## config.mk

```make
export PLATFORM = sky130hd
export DESIGN_NAME = target_port_flat
export DESIGN_NICKNAME = d
export VERILOG_FILES = /design/src/rtl/serial_bus_pkg.sv /design/src/rtl/target_port_if.sv /design/src/rtl/serial_deserializer.sv /design/src/rtl/target_port.sv /design/src/flat_wrapper.sv
export SDC_FILE = /design/constraint.sdc
export NUM_CORES = 1
export LEC_CHECK = 0
export ABC_AREA = 1
export BUFFER_PORTS_ARGS = -buffer_cell sky130_fd_sc_hd__clkbuf_2
export CAP_MARGIN = 20
export CORE_ASPECT_RATIO = 1.5
export CORE_MARGIN = 2
export CORE_UTILIZATION = 35
export DETAILED_ROUTE_END_ITERATION = 12
export SYNTH_ARGS = -nofsm -noshare
export SYNTH_HDL_FRONTEND = slang
export SYNTH_SLANG_ARGS = --single-unit
```

## constraint.sdc

```tcl
create_clock -name clk -period 3.38 [get_ports clk]
set_input_delay 0.676 -clock clk [delete_from_list [all_inputs] [get_ports clk]]
set_output_delay 0.676 -clock clk [all_outputs]
set_load 0.1 [all_outputs]
```

## src/rtl/serial_bus_pkg.sv

```systemverilog
// Shared serial-bus definitions: width defaults, phase/direction encodings and
// the target port state type.
package serial_bus_pkg;

    localparam int DEF_ADDR_WIDTH = 16;
    localparam int DEF_DATA_WIDTH = 8;

    localparam logic MODE_ADDR = 1'b1;
    localparam logic MODE_DATA = 1'b0;

    localparam logic RW_WRITE = 1'b1;
    localparam logic RW_READ  = 1'b0;

    typedef enum logic [2:0] {
        ST_IDLE  = 3'd0,
        ST_ADDR  = 3'd1,
        ST_SEL   = 3'd2,
        ST_WDATA = 3'd3,
        ST_WACK  = 3'd4,
        ST_RWAIT = 3'd5,
        ST_RSEND = 3'd6,
        ST_ACK   = 3'd7
    } target_port_state_t;

endpackage

```

## src/rtl/target_port_if.sv

```systemverilog
// Serial-bus side of a target port: initiator stream, decoder select and the
// target's serial response/status lines.
interface target_port_if;

    logic bus_data_in;
    logic bus_data_in_valid;
    logic bus_mode;
    logic bus_rw;
    logic decoder_valid;
    logic bus_data_out;
    logic bus_data_out_valid;
    logic bus_target_ready;
    logic bus_target_rw;
    logic bus_target_ack;

    modport master (
        output bus_data_in, bus_data_in_valid, bus_mode, bus_rw, decoder_valid,
        input  bus_data_out, bus_data_out_valid, bus_target_ready, bus_target_rw, bus_target_ack
    );

    modport slave (
        input  bus_data_in, bus_data_in_valid, bus_mode, bus_rw, decoder_valid,
        output bus_data_out, bus_data_out_valid, bus_target_ready, bus_target_rw, bus_target_ack
    );

endinterface

```

## src/rtl/serial_deserializer.sv

```systemverilog
// LSB-first deserializer with a run-time length; data_o/done_o already include
// the bit presented this cycle so the caller can register the full word at once.
module serial_deserializer #(
    parameter int WIDTH = 16,
    localparam int CW = $clog2(WIDTH + 1)
) (
    input  logic             clk,
    input  logic             rst_n,
    input  logic             bit_i,
    input  logic             en_i,
    input  logic             start_i,
    input  logic [CW-1:0]    len_i,
    output logic [WIDTH-1:0] data_o,
    output logic             done_o
);

    logic [WIDTH-1:0] shreg_q, shreg_d;
    logic [CW-1:0]    cnt_q, cnt_d;
    logic [CW-1:0]    idx_s;
    logic [WIDTH-1:0] base_s;
    logic [WIDTH-1:0] mask_s;

    // Merge the incoming bit at its position; start_i treats it as bit 0 of a fresh word.
    always_comb begin
        idx_s  = start_i ? {CW{1'b0}} : cnt_q;
        base_s = start_i ? {WIDTH{1'b0}} : shreg_q;
        mask_s = en_i ? (WIDTH'(1'b1) << idx_s) : {WIDTH{1'b0}};
        data_o = (base_s & ~mask_s) | (bit_i ? mask_s : {WIDTH{1'b0}});
        done_o = en_i && (idx_s == (len_i - CW'(1)));
        if (done_o) begin
            shreg_d = {WIDTH{1'b0}};
            cnt_d   = {CW{1'b0}};
        end else if (en_i) begin
            shreg_d = data_o;
            cnt_d   = idx_s + CW'(1);
        end else begin
            shreg_d = shreg_q;
            cnt_d   = cnt_q;
        end
    end

    // Shift register and bit counter.
    always_ff @(posedge clk or negedge rst_n) begin
        if (!rst_n) begin
            shreg_q <= {WIDTH{1'b0}};
            cnt_q   <= {CW{1'b0}};
        end else begin
            shreg_q <= shreg_d;
            cnt_q   <= cnt_d;
        end
    end

endmodule

```

## src/rtl/target_port.sv

```systemverilog
// Non-split serial-bus target port: deserializes address/write data, issues a
// parallel request to a fixed-latency core and serializes read data back.
module target_port
    import serial_bus_pkg::*;
#(
    parameter int ADDR_WIDTH  = DEF_ADDR_WIDTH,
    parameter int DATA_WIDTH  = DEF_DATA_WIDTH,
    parameter int SEL_TIMEOUT = 4
) (
    input  logic                  clk,
    input  logic                  rst_n,
    target_port_if.slave          bus,
    output logic [ADDR_WIDTH-1:0] target_addr_in,
    output logic                  target_addr_in_valid,
    output logic [DATA_WIDTH-1:0] target_data_in,
    output logic                  target_data_in_valid,
    output logic                  target_rw,
    input  logic [DATA_WIDTH-1:0] target_data_out,
    input  logic                  target_data_out_valid,
    input  logic                  target_ack,
    input  logic                  target_ready
);

    localparam int DES_W  = (ADDR_WIDTH > DATA_WIDTH) ? ADDR_WIDTH : DATA_WIDTH;
    localparam int DES_CW = $clog2(DES_W + 1);
    localparam int SEL_W  = $clog2(SEL_TIMEOUT + 1);
    localparam int BC_W   = $clog2(DATA_WIDTH + 1);
    localparam logic [DES_CW-1:0] ADDR_LEN = DES_CW'(ADDR_WIDTH);
    localparam logic [DES_CW-1:0] DATA_LEN = DES_CW'(DATA_WIDTH);
    localparam logic [SEL_W-1:0]  SEL_LAST = SEL_W'(SEL_TIMEOUT - 1);
    localparam logic [BC_W-1:0]   BIT_LAST = BC_W'(DATA_WIDTH);

    target_port_state_t    state_q, state_d;
    logic [SEL_W-1:0]      sel_cnt_q, sel_cnt_d;
    logic                  rw_q, rw_d;
    logic [ADDR_WIDTH-1:0] addr_q, addr_d;
    logic [DATA_WIDTH-1:0] data_q, data_d;
    logic                  addr_vld_q, addr_vld_d;
    logic                  data_vld_q, data_vld_d;
    logic [DATA_WIDTH-1:0] rdata_q, rdata_d;
    logic [BC_W-1:0]       bit_cnt_q, bit_cnt_d;
    logic                  dout_q, dout_d;
    logic                  dout_vld_q, dout_vld_d;
    logic                  ack_q, ack_d;
    logic                  ready_q, ready_d;

    logic                  addr_bit_s, data_bit_s, data_phase_s, addr_done_s;
    logic                  des_en_s, des_start_s, des_done_s;
    logic [DES_CW-1:0]     des_len_s;
    logic [DES_W-1:0]      des_data_s;

    serial_deserializer #(.WIDTH(DES_W)) u_des (
        .clk     (clk),
        .rst_n   (rst_n),
        .bit_i   (bus.bus_data_in),
        .en_i    (des_en_s),
        .start_i (des_start_s),
        .len_i   (des_len_s),
        .data_o  (des_data_s),
        .done_o  (des_done_s)
    );

    // Next-state and output decode; an address-mode bit in WDATA restarts capture.
    always_comb begin
        addr_bit_s   = bus.bus_data_in_valid && (bus.bus_mode == MODE_ADDR);
        data_bit_s   = bus.bus_data_in_valid && (bus.bus_mode == MODE_DATA);
        des_start_s  = addr_bit_s && ((state_q == ST_IDLE) || (state_q == ST_WDATA));
        data_phase_s = (state_q == ST_WDATA) && data_bit_s;
        des_en_s     = des_start_s || data_phase_s ||
                       ((state_q == ST_ADDR) && bus.bus_data_in_valid);
        des_len_s    = data_phase_s ? DATA_LEN : ADDR_LEN;
        addr_done_s  = des_done_s && !data_phase_s;

        state_d    = state_q;
        sel_cnt_d  = sel_cnt_q;
        rw_d       = addr_done_s ? bus.bus_rw : rw_q;
        addr_d     = addr_done_s ? des_data_s[ADDR_WIDTH-1:0] : addr_q;
        data_d     = data_q;
        addr_vld_d = 1'b0;
        data_vld_d = 1'b0;
        rdata_d    = rdata_q;
        bit_cnt_d  = bit_cnt_q;
        dout_d     = 1'b0;
        dout_vld_d = 1'b0;

        case (state_q)
            ST_IDLE: begin
                if (des_start_s) begin
                    state_d = des_done_s ? ST_SEL : ST_ADDR;
                end else begin
                    state_d = ST_IDLE;
                end
            end
            ST_ADDR: begin
                state_d = des_done_s ? ST_SEL : ST_ADDR;
            end
            ST_SEL: begin
                if (bus.decoder_valid) begin
                    sel_cnt_d = {SEL_W{1'b0}};
                    if (rw_q == RW_WRITE) begin
                        state_d = ST_WDATA;
                    end else begin
                        addr_vld_d = 1'b1;
                        state_d    = ST_RWAIT;
                    end
                end else if (sel_cnt_q == SEL_LAST) begin
                    sel_cnt_d = {SEL_W{1'b0}};
                    state_d   = ST_IDLE;
                end else begin
                    sel_cnt_d = sel_cnt_q + SEL_W'(1);
                end
            end
            ST_WDATA: begin
                if (des_start_s) begin
                    state_d = des_done_s ? ST_SEL : ST_ADDR;
                end else if (des_done_s) begin
                    data_d     = des_data_s[DATA_WIDTH-1:0];
                    addr_vld_d = 1'b1;
                    data_vld_d = 1'b1;
                    state_d    = ST_WACK;
                end else begin
                    state_d = ST_WDATA;
                end
            end
            ST_WACK: begin
                state_d = target_ack ? ST_ACK : ST_WACK;
            end
            ST_RWAIT: begin
                if (target_data_out_valid) begin
                    dout_d     = target_data_out[0];
                    dout_vld_d = 1'b1;
                    rdata_d    = target_data_out >> 1'b1;
                    bit_cnt_d  = BC_W'(1);
                    state_d    = ST_RSEND;
                end else begin
                    state_d = ST_RWAIT;
                end
            end
            ST_RSEND: begin
                if (bit_cnt_q == BIT_LAST) begin
                    bit_cnt_d = {BC_W{1'b0}};
                    state_d   = ST_ACK;
                end else begin
                    dout_d     = rdata_q[0];
                    dout_vld_d = 1'b1;
                    rdata_d    = rdata_q >> 1'b1;
                    bit_cnt_d  = bit_cnt_q + BC_W'(1);
                end
            end
            ST_ACK: begin
                state_d = ST_IDLE;
            end
            default: begin
                state_d = ST_IDLE;
            end
        endcase

        ack_d   = (state_d == ST_ACK);
        ready_d = target_ready && (state_d == ST_IDLE);
    end

    // State and output registers.
    always_ff @(posedge clk or negedge rst_n) begin
        if (!rst_n) begin
            state_q    <= ST_IDLE;
            sel_cnt_q  <= {SEL_W{1'b0}};
            rw_q       <= 1'b0;
            addr_q     <= {ADDR_WIDTH{1'b0}};
            data_q     <= {DATA_WIDTH{1'b0}};
            addr_vld_q <= 1'b0;
            data_vld_q <= 1'b0;
            rdata_q    <= {DATA_WIDTH{1'b0}};
            bit_cnt_q  <= {BC_W{1'b0}};
            dout_q     <= 1'b0;
            dout_vld_q <= 1'b0;
            ack_q      <= 1'b0;
            ready_q    <= 1'b0;
        end else begin
            state_q    <= state_d;
            sel_cnt_q  <= sel_cnt_d;
            rw_q       <= rw_d;
            addr_q     <= addr_d;
            data_q     <= data_d;
            addr_vld_q <= addr_vld_d;
            data_vld_q <= data_vld_d;
            rdata_q    <= rdata_d;
            bit_cnt_q  <= bit_cnt_d;
            dout_q     <= dout_d;
            dout_vld_q <= dout_vld_d;
            ack_q      <= ack_d;
            ready_q    <= ready_d;
        end
    end

    assign target_addr_in         = addr_q;
    assign target_addr_in_valid   = addr_vld_q;
    assign target_data_in         = data_q;
    assign target_data_in_valid   = data_vld_q;
    assign target_rw              = rw_q;
    assign bus.bus_data_out       = dout_q;
    assign bus.bus_data_out_valid = dout_vld_q;
    assign bus.bus_target_ready   = ready_q;
    assign bus.bus_target_rw      = rw_q;
    assign bus.bus_target_ack     = ack_q;

endmodule

```

## src/flat_wrapper.sv

```systemverilog
// flat-port wrapper written by rule: the top's interface ports become plain ports
module target_port_flat import serial_bus_pkg::*;
#(
    parameter int ADDR_WIDTH  = DEF_ADDR_WIDTH,
    parameter int DATA_WIDTH  = DEF_DATA_WIDTH,
    parameter int SEL_TIMEOUT = 4
)
  (clk, rst_n, target_addr_in, target_addr_in_valid, target_data_in, target_data_in_valid, target_rw, target_data_out, target_data_out_valid, target_ack, target_ready, bus_bus_data_in, bus_bus_data_in_valid, bus_bus_mode, bus_bus_rw, bus_decoder_valid, bus_bus_data_out, bus_bus_data_out_valid, bus_bus_target_ready, bus_bus_target_rw, bus_bus_target_ack);
  target_port_if bus_i ();
  input  logic clk;
  input  logic rst_n;
  output logic [ADDR_WIDTH-1:0] target_addr_in;
  output logic target_addr_in_valid;
  output logic [DATA_WIDTH-1:0] target_data_in;
  output logic target_data_in_valid;
  output logic target_rw;
  input  logic [DATA_WIDTH-1:0] target_data_out;
  input  logic target_data_out_valid;
  input  logic target_ack;
  input  logic target_ready;
  input wire logic [$bits(bus_i.bus_data_in)-1:0] bus_bus_data_in;
  input wire logic [$bits(bus_i.bus_data_in_valid)-1:0] bus_bus_data_in_valid;
  input wire logic [$bits(bus_i.bus_mode)-1:0] bus_bus_mode;
  input wire logic [$bits(bus_i.bus_rw)-1:0] bus_bus_rw;
  input wire logic [$bits(bus_i.decoder_valid)-1:0] bus_decoder_valid;
  output wire logic [$bits(bus_i.bus_data_out)-1:0] bus_bus_data_out;
  output wire logic [$bits(bus_i.bus_data_out_valid)-1:0] bus_bus_data_out_valid;
  output wire logic [$bits(bus_i.bus_target_ready)-1:0] bus_bus_target_ready;
  output wire logic [$bits(bus_i.bus_target_rw)-1:0] bus_bus_target_rw;
  output wire logic [$bits(bus_i.bus_target_ack)-1:0] bus_bus_target_ack;
  assign bus_i.bus_data_in = bus_bus_data_in;
  assign bus_i.bus_data_in_valid = bus_bus_data_in_valid;
  assign bus_i.bus_mode = bus_bus_mode;
  assign bus_i.bus_rw = bus_bus_rw;
  assign bus_i.decoder_valid = bus_decoder_valid;
  assign bus_bus_data_out = bus_i.bus_data_out;
  assign bus_bus_data_out_valid = bus_i.bus_data_out_valid;
  assign bus_bus_target_ready = bus_i.bus_target_ready;
  assign bus_bus_target_rw = bus_i.bus_target_rw;
  assign bus_bus_target_ack = bus_i.bus_target_ack;
  target_port #(.ADDR_WIDTH(ADDR_WIDTH), .DATA_WIDTH(DATA_WIDTH), .SEL_TIMEOUT(SEL_TIMEOUT)) u_core (.clk(clk), .rst_n(rst_n), .bus(bus_i), .target_addr_in(target_addr_in), .target_addr_in_valid(target_addr_in_valid), .target_data_in(target_data_in), .target_data_in_valid(target_data_in_valid), .target_rw(target_rw), .target_data_out(target_data_out), .target_data_out_valid(target_data_out_valid), .target_ack(target_ack), .target_ready(target_ready));
endmodule
```

; Word level (Yosys, flattened, before mapping)
; Cells that the tools add are included.
[word_totals]
ff_bits = 70
latchBits = 0
mem_bits_rw = 0
rom_bits = 0
inputBits = 18
word_cells = 97
memories = 0
[op_classes]
add_sub_neg = 4
n_mul = 0
n_div = 0
n_lt_le_gt_ge = 0
n_eq_ne = 13
shifts = 1
n_mux = 40
bitwise_logic = 5
n_reduce_logical = 19
[op_table]
columns = operator, n
row1 = 16-bit two-way mux, 5
row2 = 3-bit two-way mux, 9
row3 = 3-bit one-hot mux with 8 select lines, 1
row4 = 5-bit two-way mux, 4
row5 = 16-bit AND, 1
row6 = 8-bit two-way mux, 2
row7 = 16-bit inverter, 1
row8 = 16-bit OR, 1
row9 = 8-bit one-hot mux with 2 select lines, 1
row10 = 1-bit by 5-bit << shifter with 16-bit output (first input constant), 1
row11 = 3-bit == test (second input constant), 5
row12 = 3-bit by 2-bit == test with 1-bit output (second input constant), 3
row13 = 1-bit two-way mux, 9
row14 = 1-bit logical AND, 8
row15 = 4-bit two-way mux, 2
row16 = 4-bit one-hot mux with 2 select lines, 1
row17 = 3-bit zero test, 2
row18 = 2-bit two-way mux, 3
row19 = 1-bit one-hot mux with 2 select lines, 3
row20 = 3-bit AND reduction, 2
row21 = 5-bit by 1-bit adder with 5-bit output (second input constant), 1
row22 = 5-bit == test, 1
row23 = 5-bit by 1-bit subtractor with 5-bit output (second input constant), 1
row24 = 4-bit by 1-bit adder with 4-bit output (second input constant), 1
row25 = 9 further kinds, 14

; Depth between registers and ports, before layout
; Gate-level depths: netlist of run 1.
[depth]
depth_word = 12
mapped_depth = 17
mapped_depth_nobuf = 16

; Modules after synthesis
; From an unflattened synthesis of run 1, not the netlist that was laid out.
[unflattened]
cells_unflattened = 561
area_unflattened_um2 = 4154.0
[modules_own_cells]
columns = module, n_inst, cells_each, area_per_inst_um2, seq_area_each_um2
row1 = target_port, 1, 265, 2323.5, 1201.2
row2 = serial_deserializer, 1, 296, 1830.5, 525.5

; Worst setup path before layout of run 1
; Ideal clock, no wire load.
[synth_path]
path_type = reg2reg
startpoint = register u_core.state_q[2]
endpoint = register u_core.ack_q, in the netlist u_core.bus.bus_target_ack
setup_time_ns = 0.115
arrival_time_ns = 2.389
required_time_ns = 3.265
slack_ns = 0.876
path_stages_with_launch = 18
path_buffers = 1
period_less_slack_ns = 2.504
cell_sequence = dfrtp_1 buf_2 inv_1 nand3_4 a21oi_2 nor2_1 ha_1 nand3_1 nor2_4 nand2_2 inv_2 ha_1 nand2_1 nand3_1 nor2_1 a21oi_2 inv_1 nor2_1
[synth_via]
elab_chain_len = 10
elab_cells_between_ends = 28
classes_between = 1 x add/sub / 9 x eq/ne / 10 x mux / 8 x reduce/logical
[synth_rtl]
columns = element, line_no
row1 = from (decl), target_port.sv:33  ; target_port_state_t state_q, state_d;
row2 = from (signal assigned), target_port.sv:179  ; state_q <= state_d;
row3 = 3-bit by 2-bit == test with 1-bit output / 3-bit zero test (equally long branches), "target_port.sv:67, target_port.sv:68, target_port.sv:86"
row4 = 1-bit logical AND / 1-bit logical OR (equally long branches), "target_port.sv:68, target_port.sv:67"
row5 = 5-bit two-way mux / 1-bit logical AND (equally long branches), "target_port.sv:71, target_port.sv:67"
row6 = "5-bit by 1-bit subtractor with 5-bit output, or another cell as far along", serial_deserializer.sv:29  ; done_o = en_i && (idx_s == (len_i - CW'(1)));
row7 = 5-bit == test / 1-bit logical OR (equally long branches), "serial_deserializer.sv:29, target_port.sv:69"
row8 = 1-bit logical AND, serial_deserializer.sv:29
row9 = 3-bit two-way mux / 2-bit two-way mux (equally long branches), n/a
row10 = 3-bit two-way mux (on tied branches), "target_port.sv:114, target_port.sv:88"
row11 = 3-bit one-hot mux with 8 select lines *, target_port.sv:86  ; case (state_q)
row12 = via u_core.state_d[1], target_port.sv:33
row13 = 3-bit == test *, target_port.sv:158  ; ack_d = (state_d == ST_ACK);
row14 = via u_core.ack_d, target_port.sv:44  ; logic ack_q, ack_d;
row15 = to (signal assigned), target_port.sv:190  ; ack_q <= ack_d;
row16 = to (decl), target_port.sv:44
; The timed path passes the listed nets; every way through them passes the cells marked *.
; A chain may end at the register's enable or synchronous reset.

; Worst setup path in the final report of run 1
[layout_path]
startpoint = register u_core.state_q[2]
endpoint = register u_core.ready_q, in the netlist u_core.bus.bus_target_ready
[layout_via]
elab_chain_len = 11
elab_cells_between_ends = 29
classes_between = 1 x add/sub / 8 x eq/ne / 10 x mux / 10 x reduce/logical
[layout_rtl]
columns = element, line_no
row1 = 3-bit by 2-bit == test with 1-bit output / 3-bit zero test (equally long branches), "target_port.sv:67, target_port.sv:68, target_port.sv:86"
row2 = 1-bit logical AND / 1-bit logical OR (equally long branches), "target_port.sv:68, target_port.sv:67"
row3 = 5-bit two-way mux / 1-bit logical AND (equally long branches), "target_port.sv:71, target_port.sv:67"
row4 = "5-bit by 1-bit subtractor with 5-bit output, or another cell as far along", serial_deserializer.sv:29
row5 = 5-bit == test / 1-bit logical OR (equally long branches), "serial_deserializer.sv:29, target_port.sv:69"
row6 = 1-bit logical AND, serial_deserializer.sv:29
row7 = 3-bit two-way mux, target_port.sv:116  ; end else if (des_done_s) begin
row8 = 3-bit two-way mux, target_port.sv:114  ; if (des_start_s) begin
row9 = 3-bit one-hot mux with 8 select lines *, target_port.sv:86
row10 = via u_core.state_d[2], target_port.sv:33
row11 = 3-bit zero test *, target_port.sv:159  ; ready_d = target_ready && (state_d == ST_IDLE);
row12 = 1-bit logical AND *, target_port.sv:159
row13 = via u_core.ready_d, target_port.sv:45  ; logic ready_q, ready_d;
row14 = to (signal assigned), target_port.sv:191  ; ready_q <= ready_d;
row15 = to (decl), target_port.sv:45
; Marks and branches as above.

==> results of run 1 <==
report_power, final:
part	total, mW	internal (mW)	leakage (nW)	switching [mW]
sequential	1.11	0.999	0.904	0.113
clock	0.922	0.596	0.143	0.326
combinational	1.07	0.308	1.18	0.765
area by class of cell:
cell class / instances / area (sq um)
clock inverters: 2 / 35.0
well taps: 115 / 144
flip-flops and latches: 69 / 1730
clock buffers: 11 / 253
repair buffers: 51 / 260
multi-input cells: 299 / 1500
fillers: 979 / 5590
inverters: 49 / 184
registers in the layout (all words and copies together), names as in the netlist:
name / cells
u_core.bus.bus_target_ack: 1
u_core.bus.bus_target_ready: 1
u_core.state_q: 3
u_core.target_data_in_valid: 1
u_core.rdata_q: 7
u_core.u_des.cnt_q: 5
u_core.target_addr_in: 16
u_core.bus.bus_data_out: 1
u_core.target_data_in: 8
u_core.bus.bus_target_rw: 1
u_core.bit_cnt_q: 4
u_core.target_addr_in_valid: 1
u_core.u_des.shreg_q: 16
u_core.sel_cnt_q: 3
u_core.bus.bus_data_out_valid: 1
tightest hold or removal path, stage by stage (launching register included):
cell,delay (ns)
dfrtp_1,0.34
nand2_1,0.05
nand2_1,0.05
synthesized netlist by cell type (2+ instances only):
library cell,count
xor2_1,2
o21ai_2,4
and2_1,7
o22ai_1,7
nor2_2,4
buf_2,5
buf_4,3
nor2_1,27
o21ai_1,9
nand2_1,147
nand2_2,5
a21oi_1,6
nand2_4,3
inv_2,6
nand4_1,2
nand3_1,25
dfrtp_1,69
clkbuf_1,3
o21ai_0,24
inv_1,43
nor2_4,2
a21oi_2,2
ha_1,12
nor3_1,3
through the flow:
stage / hold WS, ns / instances / total power, mW
floorplan: 0.380 / 429 / 1.98
global placement: 0.464 / 583 / 2.18
detailed placement: 0.468 / 583 / 2.21
CTS: 0.482 / 596 / 3.14
global route: 0.499 / 596 / 3.35
finish: 0.476 / 596 / 3.11
kinds of logic after synthesis:
group,count (synthesis),share of synthesized area [%]
buf+inv,61,7.31
fa+ha+maj,12,4.32
flops,69,49.7
simple gates,229,28.9
compound gates,55,9.00
xor+xnor,3,0.756
layer usage:
metal	part of all wire (%)	track usage [%]
met5	0	0
met4	2.9	7.75
met3	4.8	3.34
met2	50	26.0
met1	42	19.6
how the worst max path moves through the flow:
stage | slack (ns) | cells after the start | end
after floorplan | 0.88 | 17 | u_core.bus.bus_target_ack
after global placement | 0.40 | 16 | u_core.bus.bus_target_ready
after detailed placement | 0.27 | 16 | u_core.bus.bus_target_ready
after CTS | 0.37 | 16 | u_core.bus.bus_target_ready
after global routing | 0.05 | 15 | u_core.bus.bus_target_ack
final | 0.36 | 16 | u_core.bus.bus_target_ready
==> results.py, run 1 <==
metrics = {
    "clocking": {
        "h-tree-depth": 3,
        "cts.clk_slew.worst_paths_ns": 0.05,
        "postCtsSetupBuffers": 0,
        "ctsResizeCount": 0,
        "numCtsBuffers": 9,
        "cts.sinks": 69,
        "cts_hold_buf": 0,
        "clock_path_buffers": 2,
        "clock_latency_ns": 0.34,
        "root_buffer": "clkbuf_16",
        "cts_tree": "built",
    },
    "timing": {
        "slew_headroom_pct": 42.0,
        "rsz0062_at_grt": "false",
        "period_share_pct": 89.2,
        "worstMarginPinSlew_ns": 0.871,
        "period_minus_slack_ns": 3.02,
        "hold_viol_final": 0,
        "setup_tns_ns": 0,
        "timing.final.ws_setup_ns": 0.363,
        "fmax_mhz": 331,
        "skew_ns": 0.00851,
        "finalMaxSlewViolations": 0,
        "setup_viol": 0,
    },
    "final_layout": {
        "fin_nets": 509,
        "final_common_cell": "nand2_1",
        "layout_common_cells": "nand2_1, dfrtp_1, clkbuf_2",
        "syn_to_final_growth_pct": 17.9,
        "antenna_cells": 0,
        "post-route-util_pct": 42.3,
        "finalInstanceArea_sq_um": 4100,
        "drive_above_1_share_pct": 19.5,
    },
    "logic_synthesis": {
        "synth_cells": 429,
        "yosys.area.top_type": "dfrtp_1",
        "yosysSeqAreaShare_pct": 49.7,
        "ys.flop_type": "dfrtp_1",
        "synth-edff-count": 0,
        "synthDistinctLibCells": 33,
        "syn_area_per_cell_sq_um": 8.10,
        "netlist_area_sq_um": 3480,
        "synth.top_cell.area_share_pct": 49.7,
        "synthTopCellsByArea": "dfrtp_1, nand2_1, inv_1",
        "ys_warn_count": 0,
        "ys_seq_elements": 69,
        "synth.net_count": 459,
        "synthArstFlopShare_pct": 100,
    },
    "worst_setup_path": {
        "worstPathArrival_ns": 3.23,
        "r2r_cells": 16,
        "r2r_slack_ns": 0.36,
        "worst-path-max-fanout": 14,
        "r2r-start": "u_core.state_q[2]",
        "worst_path_largest_cell_delay_ns": 0.48,
        "path_cells": "inv_1 -> nand3_4 -> a21oi_2 -> nor2_1 -> ha_1 -> nand3_1 -> nor2_4 -> nand2_2 -> inv_2 -> ha_1 -> inv_1 -> o22ai_1 -> a21o_1 -> nor2_1 -> nand2_1 -> nor2_1",
        "cp_slowest_cell": "dfrtp_1",
        "cp-start-kind": "flop",
        "path_common_cell": "nor2_1",
        "startpoint": "u_core.state_q[2]",
        "worstReg2RegEnd": "u_core.bus.bus_target_ready",
        "required_ns": 3.60,
        "critPathBufInv": 3,
        "end_kind": "flop",
        "crit_family": "simple AND/OR/NAND/NOR gates",
        "critPathKind": "flop to flop",
    },
    "routing": {
        "ant_nets": 0,
        "drt_iter0_drc": 138,
        "wl_per_cell_um": 12.7,
        "drt_first_pass_iters": 4,
        "via_count": 2855,
        "drc": 0,
        "viasPerCell": 4.79,
        "drt_wl_total_um": 7590,
    },
    "global_routing": {
        "grt_pass1_wl_um": 13600,
        "grt_max_degree": 70,
        "grt_antenna_before_repair": 0,
        "grtUsageTotal_pct": 15.9,
        "grt_pass1_vias": 2848,
        "grt_overflow_total": 0,
    },
    "floorplanning": {
        "io_pins": 50,
        "chipHeight_um": 126,
        "die_area_sq_um": 10800,
        "start_util_pct": 35.9,
        "placeableCoreArea_sq_um": 9690,
        "dieWidth_um": 85.4,
        "row_count": 44,
    },
    "power_and_ir_drop": {
        "power_density_nw_per_um2": 758,
        "ir_worst_vdd_mv": 0.423,
        "p_leak_nw": 2.23,
    },
    "flow_run": {
        "drv_cap": 0,
    },
    "min_path": {
        "worst_hold_path.endpoint": "u_core.target_addr_in[4]",
        "hp-class": "flop to flop",
        "min_from": "u_core.target_addr_in[4]",
        "hold_depth": 2,
    },
    "placed_design": {
        "place_area_sq_um": 3810,
        "preCtsSetupSlack_ns": 0.269,
        "hpwlAfterDp_um": 5440,
        "place_congestion": 0.869,
        "io_buffers": 49,
    },
    "outcome": {
        "outcome": "completed",
    },
}
Note: power is estimated with default switching activity, not from simulation.
==> run 2, diff against run 1 <==
- CORE_MARGIN: 2 -> 5
==> results.py, run 2 (synthesized netlist as in run 1, its figures left out) <==
metrics = {
    "routing": {
        "drt_first_pass_iters": 4,
        "wl_per_cell_um": 13.0,
        "via_count": 2883,
        "viasPerCell": 4.81,
        "ant_nets": 0,
        "drt_wl_total_um": 7780,
        "drc": 0,
        "drt_iter0_drc": 147,
    },
    "clocking": {
        "cts_tree": "built",
        "clock_path_buffers": 2,
        "cts.sinks": 69,
        "postCtsSetupBuffers": 0,
        "ctsResizeCount": 0,
        "root_buffer": "clkbuf_16",
        "h-tree-depth": 3,
        "clock_latency_ns": 0.33,
        "cts.clk_slew.worst_paths_ns": 0.06,
        "cts_hold_buf": 0,
        "numCtsBuffers": 9,
    },
    "global_routing": {
        "grtUsageTotal_pct": 13.7,
        "grt_overflow_total": 0,
        "grt_pass1_wl_um": 13600,
        "grt_pass1_vias": 2912,
        "grt_max_degree": 38,
        "grt_antenna_before_repair": 0,
    },
    "floorplanning": {
        "row_count": 44,
        "die_area_sq_um": 12100,
        "start_util_pct": 35.9,
        "dieWidth_um": 91.4,
        "io_pins": 50,
        "placeableCoreArea_sq_um": 9690,
        "chipHeight_um": 132,
    },
    "timing": {
        "worstMarginPinSlew_ns": 0.867,
        "fmax_mhz": 325,
        "rsz0062_at_grt": "false",
        "slew_headroom_pct": 42.2,
        "hold_viol_final": 0,
        "period_minus_slack_ns": 3.07,
        "period_share_pct": 90.9,
        "setup_tns_ns": 0,
        "finalMaxSlewViolations": 0,
        "skew_ns": 0.00533,
        "setup_viol": 0,
    },
    "worst_setup_path": {
        "worstPathArrival_ns": 3.29,
        "critPathKind": "flop to flop",
        "path_cells": "inv_1 -> nand3_4 -> a21oi_2 -> nor2_1 -> ha_1 -> nand3_1 -> nor2_4 -> nand2_2 -> inv_2 -> ha_1 -> inv_1 -> o22ai_1 -> a21o_1 -> nor2_1 -> nand2_1 -> nor2_1",
        "required_ns": 3.60,
        "path_common_cell": "nor2_1",
        "critPathBufInv": 3,
        "cp_slowest_cell": "dfrtp_1",
        "worst-path-max-fanout": 14,
        "worst_path_largest_cell_delay_ns": 0.50,
        "cp-start-kind": "flop",
        "r2r_slack_ns": 0.31,
        "crit_family": "simple AND/OR/NAND/NOR gates",
        "end_kind": "flop",
    },
    "power_and_ir_drop": {
        "power_density_nw_per_um2": 756,
        "ir_worst_vdd_mv": 0.414,
        "power_mw": 3.11,
        "p_leak_nw": 2.24,
    },
    "placed_design": {
        "place_congestion": 0.837,
        "hpwlAfterDp_um": 5800,
        "io_buffers": 49,
    },
    "outcome": {
        "outcome": "completed",
    },
    "final_layout": {
        "layout_common_cells": "nand2_1, dfrtp_1, clkbuf_2",
        "syn_to_final_growth_pct": 18.4,
        "fin_nets": 509,
        "fillers": 985,
        "final_common_cell": "nand2_1",
        "antenna_cells": 0,
        "drive_above_1_share_pct": 20.0,
    },
    "flow_run": {
        "drv_cap": 0,
    },
    "min_path": {
        "hp-class": "input pin to asynchronous set/reset pin",
    },
}
==> run 2: worst reg2reg max path, delay by kind of cell, from the launching register on <==
family,cells,cell delay [ns]
buffers and inverters,3,0.47
flip-flops,1,0.50
adder cells (fa/ha/maj),2,0.44
AND/OR/NAND/NOR,8,1.02
AO/OA/AOI/OAI,3,0.53
==> run 2: stage by stage <==
step	hold WS [ns]	setup slack, ns	std cells	cell area, sq um	utilization, %
after global routing	0.493	0.0115	599	4110	42.5
after CTS	0.476	0.336	599	4110	42.5
after global placement	0.464	0.404	583	3820	39.4
final	0.461	0.306	599	4110	42.5
after detailed placement	0.464	0.298	583	3820	39.4
after floorplan	0.380	0.876	429	3480	-
==> run 2: path summary, 6_finish.rpt <==
| check | from | end | depth (start not counted) |
|---|---|---|---|
| worst max-delay path | u_core.state_q[2] | u_core.bus.bus_target_ready | 16 |
| worst min-delay path | rst_n | u_core.target_addr_in[8] | 1 |
| worst max register to register | u_core.state_q[2] | u_core.bus.bus_target_ready | 16 |
| worst min register to register | u_core.target_addr_in[1] | u_core.target_addr_in[1] | 2 |
| max in group asynchronous | rst_n | u_core.rdata_q[5] | 2 |
| min in group clk | u_core.target_addr_in[1] | u_core.target_addr_in[1] | 2 |
==> run 2: area by class of cell <==
class / count / area [sq um] / area share (%)
Sequential cell: 69 / 1730 / 42.0
Multi-Input combinational cell: 299 / 1500 / 36.3
Timing Repair Buffer: 51 / 273 / 6.63
Clock buffer: 9 / 225 / 5.47
Inverter: 49 / 184 / 4.47
Tap cell: 115 / 144 / 3.50
Clock inverter: 7 / 66.3 / 1.61
==> run 2: power by group <==
part / internal (mW) / switching [mW] / total [mW]
registers: 0.998 / 0.113 / 1.11
clock network: 0.566 / 0.352 / 0.918
logic: 0.309 / 0.771 / 1.08
total: 1.87 / 1.24 / 3.11
==> run 2: layer usage <==
| layer | GRT usage [%] | up-vias | wire (um) |
|---|---|---|---|
| met4 | 6.61 | 0 | 181 |
| met1 | 15.3 | 1343 | 3130 |
| li1 | - | 1447 | - |
| met5 | 0 | - | 0 |
| met3 | 4.17 | 19 | 420 |
| met2 | 23.5 | 74 | 4040 |
==> run 3, diff against run 2 <==
- BUFFER_PORTS_ARGS: -buffer_cell sky130_fd_sc_hd__clkbuf_2 -> default
- DONT_BUFFER_PORTS: default -> 1
==> results.py, run 3 (synthesized netlist as in run 1, its figures left out) <==
metrics = {
    "clocking": {
        "postCtsSetupBuffers": 0,
        "cts.clk_slew.worst_paths_ns": 0.05,
        "clock_path_buffers": 2,
        "cts.sinks": 69,
        "cts_tree": "built",
        "ctsResizeCount": 0,
        "clock_latency_ns": 0.32,
        "cts_hold_buf": 0,
        "h-tree-depth": 3,
        "root_buffer": "clkbuf_16",
        "numCtsBuffers": 9,
    },
    "floorplanning": {
        "row_count": 44,
        "die_area_sq_um": 12100,
        "io_pins": 50,
        "placeableCoreArea_sq_um": 9690,
        "start_util_pct": 35.9,
        "chipHeight_um": 132,
        "dieWidth_um": 91.4,
    },
    "worst_setup_path": {
        "required_ns": 3.59,
        "end_kind": "flop",
        "r2r-start": "u_core.state_q[2]",
        "startpoint": "u_core.state_q[2]",
        "cp-start-kind": "flop",
        "worstPathArrival_ns": 3.25,
        "critPathKind": "flop to flop",
        "r2r_slack_ns": 0.34,
        "worst-path-max-fanout": 14,
    },
    "timing": {
        "rsz0062_at_grt": "false",
        "fmax_mhz": 329,
        "hold_viol_final": 0,
        "setup_tns_ns": 0,
        "worstMarginPinSlew_ns": 0.918,
        "period_minus_slack_ns": 3.04,
        "period_share_pct": 90.0,
        "setup_viol": 0,
        "slew_headroom_pct": 38.8,
        "finalMaxSlewViolations": 0,
        "skew_ns": 0.00798,
    },
    "final_layout": {
        "post-route-util_pct": 39.6,
        "layout_common_cells": "nand2_1, dfrtp_1, inv_1",
        "syn_to_final_growth_pct": 10.5,
        "finalInstanceArea_sq_um": 3840,
        "fin_nets": 459,
        "fillers": 1011,
        "final_common_cell": "nand2_1",
        "drive_above_1_share_pct": 10.6,
        "antenna_cells": 0,
    },
    "routing": {
        "drt_first_pass_iters": 4,
        "drc": 0,
        "wl_per_cell_um": 13.8,
        "via_count": 2699,
        "viasPerCell": 4.92,
        "ant_nets": 0,
        "drt_iter0_drc": 144,
        "drt_wl_total_um": 7580,
    },
    "flow_run": {
        "drv_cap": 0,
    },
    "global_routing": {
        "grt_max_degree": 70,
        "grt_overflow_total": 0,
        "grt_pass1_vias": 2748,
        "grtUsageTotal_pct": 13.4,
        "grt_antenna_before_repair": 0,
        "grt_pass1_wl_um": 13200,
    },
    "placed_design": {
        "place_area_sq_um": 3560,
        "hpwlAfterDp_um": 5360,
        "place_congestion": 0.850,
        "io_buffers": 0,
    },
    "min_path": {
        "hp-class": "input pin to asynchronous set/reset pin",
    },
    "outcome": {
        "outcome": "completed",
    },
    "power_and_ir_drop": {
        "ir_worst_vdd_mv": 0.321,
        "p_leak_nw": 2.00,
        "power_density_nw_per_um2": 786,
    },
}
## run 3: per-layer routing
layer	part of all wire, %	track usage, %	vias up
li1	-	-	1348
met1	41	15.2	1259
met2	52	23.5	75
met3	5.4	4.34	17
met4	1.2	4.08	0
met5	0	0	-
## run 3: final cells by class
cell class	count	area (sq um)	share of cell area, %
timing repair buffer	1	7.51	0.196
clock inverter	3	21.3	0.554
multi-input combinational	299	1500	38.9
inverter	49	184	4.79
sequential	69	1730	45.0
clock buffer	13	260	6.78
tap	115	144	3.75
## run 3: final timing paths
path | end | depth (start not counted)
worst min register to register | u_core.sel_cnt_q[0] | 1
worst max register to register | u_core.bus.bus_target_ready | 16
max in group asynchronous | u_core.bus.bus_target_rw | 0
worst max-delay path | u_core.bus.bus_target_ready | 16
min in group clk | u_core.sel_cnt_q[0] | 1
worst min-delay path | u_core.target_addr_in[13] | 0
## run 3: metrics by stage
stage / cells / hold slack [ns] / power [mW] / worst slack, ns
global placement: 533 / 0.383 / 2.15 / 0.491
global route: 549 / 0.0242 / 3.25 / 0.0456
detailed placement: 533 / 0.383 / 2.16 / 0.366
CTS: 549 / 0.0276 / 3.06 / 0.330
floorplan: 429 / 0.380 / 1.98 / 0.876
finish: 549 / 0.0464 / 3.02 / 0.339
## run 3: power breakdown
group	internal, mW	switching, mW
Sequential	0.997	0.224
Clock	0.537	0.334
Combinational	0.292	0.636
## run 3: worst max-delay path: stages (launching register included)
cell,delay [ns]
dfrtp_1,0.51
inv_1,0.17
nand3_4,0.14
a21oi_2,0.11
nor2_1,0.23
ha_1,0.24
nand3_1,0.16
nor2_4,0.17
nand2_2,0.18
inv_2,0.26
ha_1,0.20
inv_1,0.06
o22ai_1,0.21
a21o_1,0.15
nor2_1,0.05
nand2_1,0.05
nor2_1,0.03
